File: config.mk
export PLATFORM = sky130hd
export DESIGN_NAME = branch_resolve_unit
export DESIGN_NICKNAME = d
export VERILOG_FILES = /design/src/rtl/branch_resolve_unit.sv
export SDC_FILE = /design/constraint.sdc
export NUM_CORES = 1
export LEC_CHECK = 0
export ABC_AREA = 1
export BUFFER_PORTS_ARGS = -buffer_cell sky130_fd_sc_hd__clkbuf_2
export CORE_MARGIN = 5
export CORE_UTILIZATION = 54
export DETAILED_ROUTE_END_ITERATION = 10
export PLACE_DENSITY = 0.9
export RECOVER_POWER = 50
export SYNTH_ARGS = -nofsm -noshare
export SYNTH_HDL_FRONTEND = slang
export SYNTH_SLANG_ARGS = --single-unit
File: constraint.sdc
create_clock -name i_clk -period 1.75 [get_ports i_clk]
set_clock_uncertainty 0.2 [all_clocks]
set_input_delay 0.0875 -clock i_clk [delete_from_list [all_inputs] [get_ports i_clk]]
set_output_delay 0.0875 -clock i_clk [all_outputs]
set_load 0.02 [all_outputs]
File: src/rtl/branch_resolve_unit.sv
`default_nettype none
// ============================================================================
// Module      : branch_resolve_unit
// Description : Resolves B-type / JAL / JALR control transfers. It drives the
//               comparator's unsigned-mode select, samples the less/equal
//               flags on the accept edge, computes and registers the target,
//               and holds a redirect request to fetch under a valid/ready
//               handshake until fetch accepts it.
//               Optional statistics counters are enabled by defining the
//               macro BRU_STATS_EN.
// Revision    : 1.0 - initial release
// ============================================================================
module branch_resolve_unit #(
    parameter int               XLEN     = 32,
    parameter logic [XLEN-1:0]  RESET_PC = {XLEN{1'b0}}
) (
    input  logic            i_clk,
    input  logic            i_rst_n,
    input  logic            i_br_valid,
    output logic            o_br_ready,
    input  logic            i_is_jal,
    input  logic            i_is_jalr,
    input  logic [2:0]      i_funct3,
    input  logic [XLEN-1:0] i_pc,
    input  logic [XLEN-1:0] i_imm,
    input  logic [XLEN-1:0] i_rs1_data,
    output logic            o_br_un,
    input  logic            i_br_less,
    input  logic            i_br_equal,
    output logic            o_redirect_valid,
    input  logic            i_redirect_ready,
    output logic [XLEN-1:0] o_redirect_pc,
    output logic            o_flush,
    output logic            o_resolved,
    output logic            o_illegal,
    output logic            o_misalign,
    output logic [31:0]     o_stat_total,
    output logic [31:0]     o_stat_taken
);

    // B-type condition codes
    localparam logic [2:0] F3_BEQ  = 3'b000;
    localparam logic [2:0] F3_BNE  = 3'b001;
    localparam logic [2:0] F3_RSV2 = 3'b010;
    localparam logic [2:0] F3_RSV3 = 3'b011;
    localparam logic [2:0] F3_BLT  = 3'b100;
    localparam logic [2:0] F3_BGE  = 3'b101;
    localparam logic [2:0] F3_BLTU = 3'b110;
    localparam logic [2:0] F3_BGEU = 3'b111;

    typedef enum logic [0:0] {
        S_IDLE     = 1'b0,
        S_REDIRECT = 1'b1
    } state_t;

    state_t state;
    state_t state_next;

    logic            accept;
    logic            redirect_accept;
    logic            sel_jalr;
    logic            sel_jal;
    logic            sel_branch;
    logic            cond_taken;
    logic            cond_illegal;
    logic            raw_taken;
    logic            target_misaligned;
    logic            redirect_go;
    logic [XLEN-1:0] pc_sum;
    logic [XLEN-1:0] jalr_sum;
    logic [XLEN-1:0] target;
    logic [XLEN-1:0] redirect_pc;
    logic            flush_q;
    logic            resolved_q;
    logic            illegal_q;
    logic            misalign_q;

    // Handshakes: ready only while no redirect is pending
    assign o_br_ready      = (state == S_IDLE);
    assign accept          = i_br_valid & o_br_ready;
    assign redirect_accept = (state == S_REDIRECT) & i_redirect_ready;

    // Unsigned compare for BLTU/BGEU
    assign o_br_un = (i_funct3[2:1] == 2'b11);

    // JALR wins when both jump flags are set
    assign sel_jalr   = i_is_jalr;
    assign sel_jal    = i_is_jal & ~i_is_jalr;
    assign sel_branch = ~i_is_jal & ~i_is_jalr;

    // Target arithmetic wraps modulo 2^XLEN
    assign pc_sum   = i_pc + i_imm;
    assign jalr_sum = i_rs1_data + i_imm;
    assign target   = sel_jalr ? {jalr_sum[XLEN-1:1], 1'b0} : pc_sum;

    // B-type condition decode from the comparator flags
    always_comb begin
        cond_taken   = 1'b0;
        cond_illegal = 1'b0;
        case (i_funct3)
            F3_BEQ:           cond_taken = i_br_equal;
            F3_BNE:           cond_taken = ~i_br_equal;
            F3_BLT, F3_BLTU:  cond_taken = i_br_less;
            F3_BGE, F3_BGEU:  cond_taken = ~i_br_less;
            F3_RSV2, F3_RSV3: cond_illegal = 1'b1;
            default:          cond_illegal = 1'b1;
        endcase
    end

    // Jumps are unconditional; a misaligned taken target is dropped
    assign raw_taken         = sel_branch ? cond_taken : 1'b1;
    assign target_misaligned = raw_taken &
                               (target[1] | (~sel_jalr & target[0]));
    assign redirect_go       = raw_taken & ~target_misaligned;

    // State register
    always_ff @(posedge i_clk or negedge i_rst_n) begin
        if (!i_rst_n) begin
            state <= S_IDLE;
        end else begin
            state <= state_next;
        end
    end

    // Next-state logic
    always_comb begin
        state_next = state;
        case (state)
            S_IDLE: begin
                if (accept && redirect_go) begin
                    state_next = S_REDIRECT;
                end
            end
            S_REDIRECT: begin
                if (i_redirect_ready) begin
                    state_next = S_IDLE;
                end
            end
            default: state_next = S_IDLE;
        endcase
    end

    assign o_redirect_valid = (state == S_REDIRECT);

    // Target register: captured on every accept, held while redirect pends
    always_ff @(posedge i_clk or negedge i_rst_n) begin
        if (!i_rst_n) begin
            redirect_pc <= RESET_PC;
        end else if (accept) begin
            redirect_pc <= target;
        end
    end

    assign o_redirect_pc = redirect_pc;

    // One-cycle status pulses following accept / redirect acceptance
    always_ff @(posedge i_clk or negedge i_rst_n) begin
        if (!i_rst_n) begin
            flush_q    <= 1'b0;
            resolved_q <= 1'b0;
            illegal_q  <= 1'b0;
            misalign_q <= 1'b0;
        end else begin
            flush_q    <= redirect_accept;
            resolved_q <= accept;
            illegal_q  <= accept & sel_branch & cond_illegal;
            misalign_q <= accept & target_misaligned;
        end
    end

    assign o_flush    = flush_q;
    assign o_resolved = resolved_q;
    assign o_illegal  = illegal_q;
    assign o_misalign = misalign_q;

`ifdef BRU_STATS_EN
    logic [31:0] stat_total;
    logic [31:0] stat_taken;

    // Saturating counters of resolved and redirected branches
    always_ff @(posedge i_clk or negedge i_rst_n) begin
        if (!i_rst_n) begin
            stat_total <= 32'h0;
            stat_taken <= 32'h0;
        end else begin
            if (accept && (stat_total != 32'hFFFF_FFFF)) begin
                stat_total <= stat_total + 32'd1;
            end
            if (redirect_accept && (stat_taken != 32'hFFFF_FFFF)) begin
                stat_taken <= stat_taken + 32'd1;
            end
        end
    end

    assign o_stat_total = stat_total;
    assign o_stat_taken = stat_taken;
`else
    assign o_stat_total = 32'h0;
    assign o_stat_taken = 32'h0;
`endif

endmodule
`default_nettype wire

==> results.yml, run 1 <==
global_routing:
  grtUsageTotal_pct: 29.7
  antenna_found_initial: 0
  overflow: 0
  grt_first_pass_wirelength_mm: 35.8
  grt_max_degree: 47
  grt_pass1_vias: 7864
drt:
  vias_per_cell: 5.29
  drtPass1Iterations: 8
  wirelength_mm: 25.5
  first_iter_violations: 923
  wl_per_cell_um: 15.1
  drcViolationCount: 0
  postRouteAntennaNets: 0
  routed-via-count: 8927
pwr:
  power_density_nw_per_um2: 634
  peakVddDrop_mv: 0.456
  clockPowerShare_pct: 19.1
  intPower_mw: 3.06
  seqPwrFrac_pct: 21.1
  cellLeakagePower_nw: 5.58
  combPwrFrac_pct: 59.9
  swShare_pct: 47.0
  switchingPower_mw: 2.72
synthesis:
  synthArstFlopShare_pct: 100
  netlist_top_cells_count: "nand2_1 (522), inv_1 (236), nor2_1 (94), nand3_1 (87), buf_4 (66)"
  synth_cell_type_count: 36
  synth_area_um2: 6860
  synth_top_cell_by_area: "nand2_1"
  synth_most_common_cell: "nand2_1"
  synth_area_leaders: "nand2_1 (29%), dfrtp_1 (13%), inv_1 (13%)"
  ys_seq_area_share_pct: 13.5
  synth_top_area_share_pct: 28.6
  synth_warnings: 0
  ys.flop_type: "dfrtp_1"
  synth_edf_count: 0
  netlist_instances: 1271
  synth_seq_cells: 37
  synth.avg_cell_area_um2: 5.40
sta:
  slew_headroom_pct: 35.2
  rsz0062_at_grt: "true"
  finalSetupViolations: 3
  max_freq_ghz: 0.549
  worstMarginPinSlew_ns: 0.971
  hold_viol_final: 0
  whs_ns: 0.0629
  setup_slack_ns: -0.0722
  finalCriticalPeriod_ns: 1.82
  slew_violations: 0
  fin_crit_sh_pct: 104
floorplanning:
  initial_utilization_pct: 54.8
  die_area_um2: 15100
  die_width_um: 123
  rows: 41
  fp.dieH_um: 123
  io_pins: 210
  coreArea_um2: 12500
status:
  outcome: "complete, but fails checks"
  violations: "setup timing"
worst_setup_path:
  critPathArrivalTime_ns: 1.82
  critPathCaptureType: "register"
  start_kind: "primary input"
  worstPathMaxFanout: 4
  critPathRequiredTime_ns: 1.74
  critPathKind: "in -> reg"
cells_and_area:
  n_fill_cell: 1043
  areaGrowthSynthToFinish_pct: 33.0
  antenna_cells: 0
  drive_above_1_share_pct: 25.2
  nNetsFinal: 1683
clock_network:
  h-tree-depth: 2
  clock-root-buffer: "clkbuf_16"
  clock_path_buffers: 2
  cts.sinks: 37
  numCtsBuffers: 5
  cts_tree: "yes"
  clkLatencyLatePin_ns: 0.28
  cts.clk_slew.worst_paths_ns: 0.06
run:
  maxCapViolations: 0
hold_path:
  min_path_type: "in -> reg"
placement:
  post-dp-hpwl_mm: 19.1
  numPortBuffers: 145
  dp_slack_ns: -0.268
  gp_congestion: 0.987
-- power by group through the flow --
stage	sequential (mW)	combinational (mW)	clock, mW
floorplan	1.46	1.75	0
global placement	1.22	2.99	0
detailed placement	1.22	3.05	0
CTS	1.21	3.08	1.10
global route	1.24	3.75	1.15
finish	1.22	3.46	1.10
-- per-stage QoR --
| stage | instance area [um^2] | power, mW | cells | utilization (%) | setup TNS, ns |
|---|---|---|---|---|---|
| global route | 9130 | 6.14 | 1686 | 72.9 | -1.03 |
| CTS | 8460 | 5.39 | 1679 | 67.6 | 0 |
| finish | 9130 | 5.78 | 1686 | 72.9 | -0.118 |
| floorplan | 7100 | 3.21 | 1334 | - | 0 |
| global placement | 8240 | 4.21 | 1666 | 65.8 | -4.51 |
| detailed placement | 8240 | 4.27 | 1666 | 65.8 | -5.51 |
-- final timing paths --
path | from | cells after the start | slack (ns) | end
min in group asynchronous | i_rst_n | 3 | 0.38 | o_redirect_pc[4]
worst min-delay path | i_br_equal | 5 | 0.06 | o_misalign
worst min register to register | o_redirect_pc[23] | 2 | 0.28 | o_redirect_pc[23]
worst max-delay path | i_imm[0] | 10 | -0.07 | o_redirect_pc[12]
worst max register to register | o_redirect_valid | 6 | 0.29 | o_redirect_pc[12]
max in group asynchronous | i_rst_n | 3 | 0.37 | o_redirect_pc[29]
-- routing by layer --
layer  up-vias  track usage (%)  wire length [um]
met5         -                0                 0
met4         0             10.0               999
met1      3936             39.8              9540
met2       631             50.1             11700
li1       4254                -                 -
met3       106             2.76              3200
-- registers in the layout, summed over array words and instances (netlist names) --
| signal | cells |
|---|---|
| o_redirect_valid | 1 |
| o_flush | 1 |
| o_resolved | 1 |
| o_illegal | 1 |
| o_redirect_pc | 32 |
| o_misalign | 1 |
-- cells in the final DEF (no fill, tap or decap), types with 9 or more instances in the layout --
cell / n
a21oi_1: 40
a21oi_2: 14
a31oi_1: 13
buf_4: 94
clkbuf_1: 14
clkbuf_2: 127
conb_1: 64
dfrtp_1: 37
ha_1: 29
ha_2: 9
ha_4: 23
inv_1: 230
nand2_1: 494
nand2_2: 38
nand3_1: 75
nand3_2: 15
nor2_1: 73
nor2_2: 21
o21ai_0: 16
xor2_1: 9
-- cell type report --
cell class / count / area [um^2] / share of cell area (%)
clock buffers: 6 / 139 / 1.52
clock inverters: 2 / 37.5 / 0.411
inverters: 237 / 890 / 9.75
multi-input cells: 983 / 5350 / 58.6
flip-flops and latches: 37 / 926 / 10.1
well taps: 172 / 215 / 2.36
repair buffers: 249 / 1570 / 17.2
-- critical path, cell delays in order --
cell and delay (ns):
buf_6 0.10, ha_2 0.19, fa_2 0.44, nand3_2 0.12, nand3_4 0.10, nand3_2 0.08
nand3_2 0.14, a21oi_1 0.22, o21ai_0 0.12, a31oi_1 0.23
-- cells by family after synthesis --
logic type | after synthesis | share of synthesized area, %
buffers and inverters | 314 | 20.9
DFF | 37 | 13.5
other | 1 | 0.0546
and+or+nand+nor | 749 | 44.7
xor gates and xnor gates | 12 | 1.53
AOI/OAI and AO/OA | 95 | 7.64
adders and majority gates | 63 | 11.7
-- what timing repair did --
action                                 4_1_cts  5_1_grt
gates resized for setup                      0      138
hold buffers                                 5        0
endpoints found under the hold margin       40        0
buffers inserted                             0        7
setup endpoints to repair                    0       25
Note: power is estimated with default switching activity, not from simulation.
==> run 2: changes to the inputs <==
PLACE_DENSITY = 0.87   (was 0.9)
==> run 2 against run 1 <==
  * Global-route usage down 0.43 points
  * Maximum frequency up 1.9%
  * Sequential power about the same
  * Core utilization down 0.65 points
  * Largest cell class unchanged
  * Sequential cell count unchanged
  * The run still ends with setup timing left
  * Final cell count down 0.24%
  * Via count down 3.0%
  * Critical path depth up 4
  * Largest power group unchanged
  * Register-to-register slack worse by 0.03 ns
==> results.yml, run 2 (same netlist as run 1, synthesis figures left out) <==
sta:
  finalSetupViolations: 4
  fin_tns_setup_ns: -0.0847
  worstMarginPinSlew_ns: 0.949
  hold_viol_final: 0
  finalCriticalPeriod_ns: 1.79
  slew_headroom_pct: 36.7
  rsz0062_at_grt: "true"
  max_freq_ghz: 0.559
  setup_slack_ns: -0.0375
  whs_ns: 0.0340
  slew_violations: 0
  fin_crit_sh_pct: 102
status:
  violations: "setup timing"
  outcome: "complete, but fails checks"
floorplanning:
  io_pins: 210
  fp.dieH_um: 123
  die_width_um: 123
  initial_utilization_pct: 54.8
  rows: 41
  coreArea_um2: 12500
  die_area_um2: 15100
global_routing:
  grtUsageTotal_pct: 29.3
  antenna_found_initial: 0
  grt_max_degree: 38
  grt_first_pass_wirelength_mm: 35.1
  grt_pass1_vias: 7498
  overflow: 0
worst_setup_path:
  critPathArrivalTime_ns: 1.76
  start_kind: "primary input"
  critPathCaptureType: "register"
  regToRegEndpoint: "o_redirect_pc[11]"
  critPathKind: "in -> reg"
  r2r_cells: 6
  r2r_setup_slack_ns: 0.26
  r2r-start: "o_redirect_valid"
  worstPathMaxFanout: 4
  critPathRequiredTime_ns: 1.73
placement:
  placedCellCount: 1665
  gp_congestion: 1.01
  post-dp-hpwl_mm: 19.3
  numPortBuffers: 145
  dp_slack_ns: -0.268
pwr:
  intPower_mw: 3.16
  combPwrFrac_pct: 58.1
  clockPowerShare_pct: 20.9
  swShare_pct: 45.9
  cellLeakagePower_nw: 5.58
  power_density_nw_per_um2: 645
  seqPwrFrac_pct: 20.9
  peakVddDrop_mv: 0.438
  switchingPower_mw: 2.68
clock_network:
  cts_tree: "yes"
  cts.clk_slew.worst_paths_ns: 0.06
  numCtsBuffers: 5
  clkLatencyLatePin_ns: 0.28
  cts.sinks: 37
  clock_path_buffers: 2
  clock-root-buffer: "clkbuf_16"
  h-tree-depth: 2
cells_and_area:
  drive_above_1_share_pct: 24.1
  areaGrowthSynthToFinish_pct: 31.8
  largest_reg_flops: 32
  antenna_cells: 0
  nNetsFinal: 1679
  stdcell_count: 1682
  final_cell_mix: "nand2_1 (494), inv_1 (236), clkbuf_2 (135)"
  final_common_cell: "nand2_1"
drt:
  wl_per_cell_um: 14.7
  first_iter_violations: 758
  wirelength_mm: 24.7
  postRouteAntennaNets: 0
  drcViolationCount: 0
  drtPass1Iterations: 6
  vias_per_cell: 5.15
  routed-via-count: 8661
hold_path:
  holdPathEnd: "o_misalign"
  min_path_cells: 5
  min_path_type: "in -> reg"
  worstHoldStart: "i_br_less"
run:
  maxCapViolations: 0
-- run 2: cell count changes in the layout (fill, tap and decap cells not counted), sizes merged --
cell,before,now
clkinvlp,1,0
buf,102,95
bufinv,1,2
clkbuf,148,150
inv,237,238
-- run 2: layout make-up --
cell class,instances,area (um^2)
multi-input cells,983,5290
flip-flops and latches,37,926
clock buffers,5,125
fillers,1103,3470
repair buffers,245,1540
well taps,172,215
clock inverters,3,68.8
inverters,237,890
-- run 2: per-stage QoR --
step                      area (um^2)  utilization, %  power (mW)
after detailed placement         8240            65.9        4.29
after CTS                        8490            67.8        5.52
after global placement           8240            65.9        4.22
after global routing             9050            72.3        6.21
after floorplan                  7100               -        3.21
final                            9050            72.3        5.84
-- run 2: critical path: stages --
cell      delay [ns]
clkbuf_2        0.12
ha_1            0.40
nand2_1         0.18
inv_1           0.10
nand2_1         0.11
nand2_1         0.09
a21oi_1         0.15
nand2_2         0.12
nand2_1         0.10
nand3_1         0.07
nand3_1         0.08
nand2_1         0.05
nand2_1         0.05
nand2_1         0.04
-- run 2: worst max-delay path by stage --
stage	startpoint	end	cells after the start
3_3_place_gp	i_imm[18]	o_redirect_pc[27]	13
4_1_cts	i_pc[0]	o_redirect_pc[24]	14
6_report	i_imm[11]	o_redirect_pc[29]	14
5_1_grt	i_imm[11]	o_redirect_pc[25]	14
2_1_floorplan	i_pc[0]	o_redirect_pc[28]	12
3_5_place_dp	i_imm[14]	o_redirect_pc[31]	15
-- run 2: per-layer routing --
layer	share of wire, %	up-vias	track usage, %
met5	0	-	0
met4	3.3	0	6.16
met3	11	72	3.46
met2	46	480	48.9
met1	40	3876	40.7
li1	-	4233	-
-- run 2: timing repair --
item | 4_1_cts | 5_1_grt
hold buffers | 5 | 0
setup endpoints to repair | 0 | 24
hold endpoints to repair | 41 | 0
gates resized for setup | 0 | 112
buffers inserted | 0 | 4
-- run 2: power groups by stage --
stage	sequential [mW]	combinational, mW	clock, mW
finish	1.22	3.39	1.22
global route	1.24	3.70	1.27
detailed placement	1.23	3.06	0
floorplan	1.46	1.75	0
global placement	1.22	3.00	0
CTS	1.22	3.08	1.22
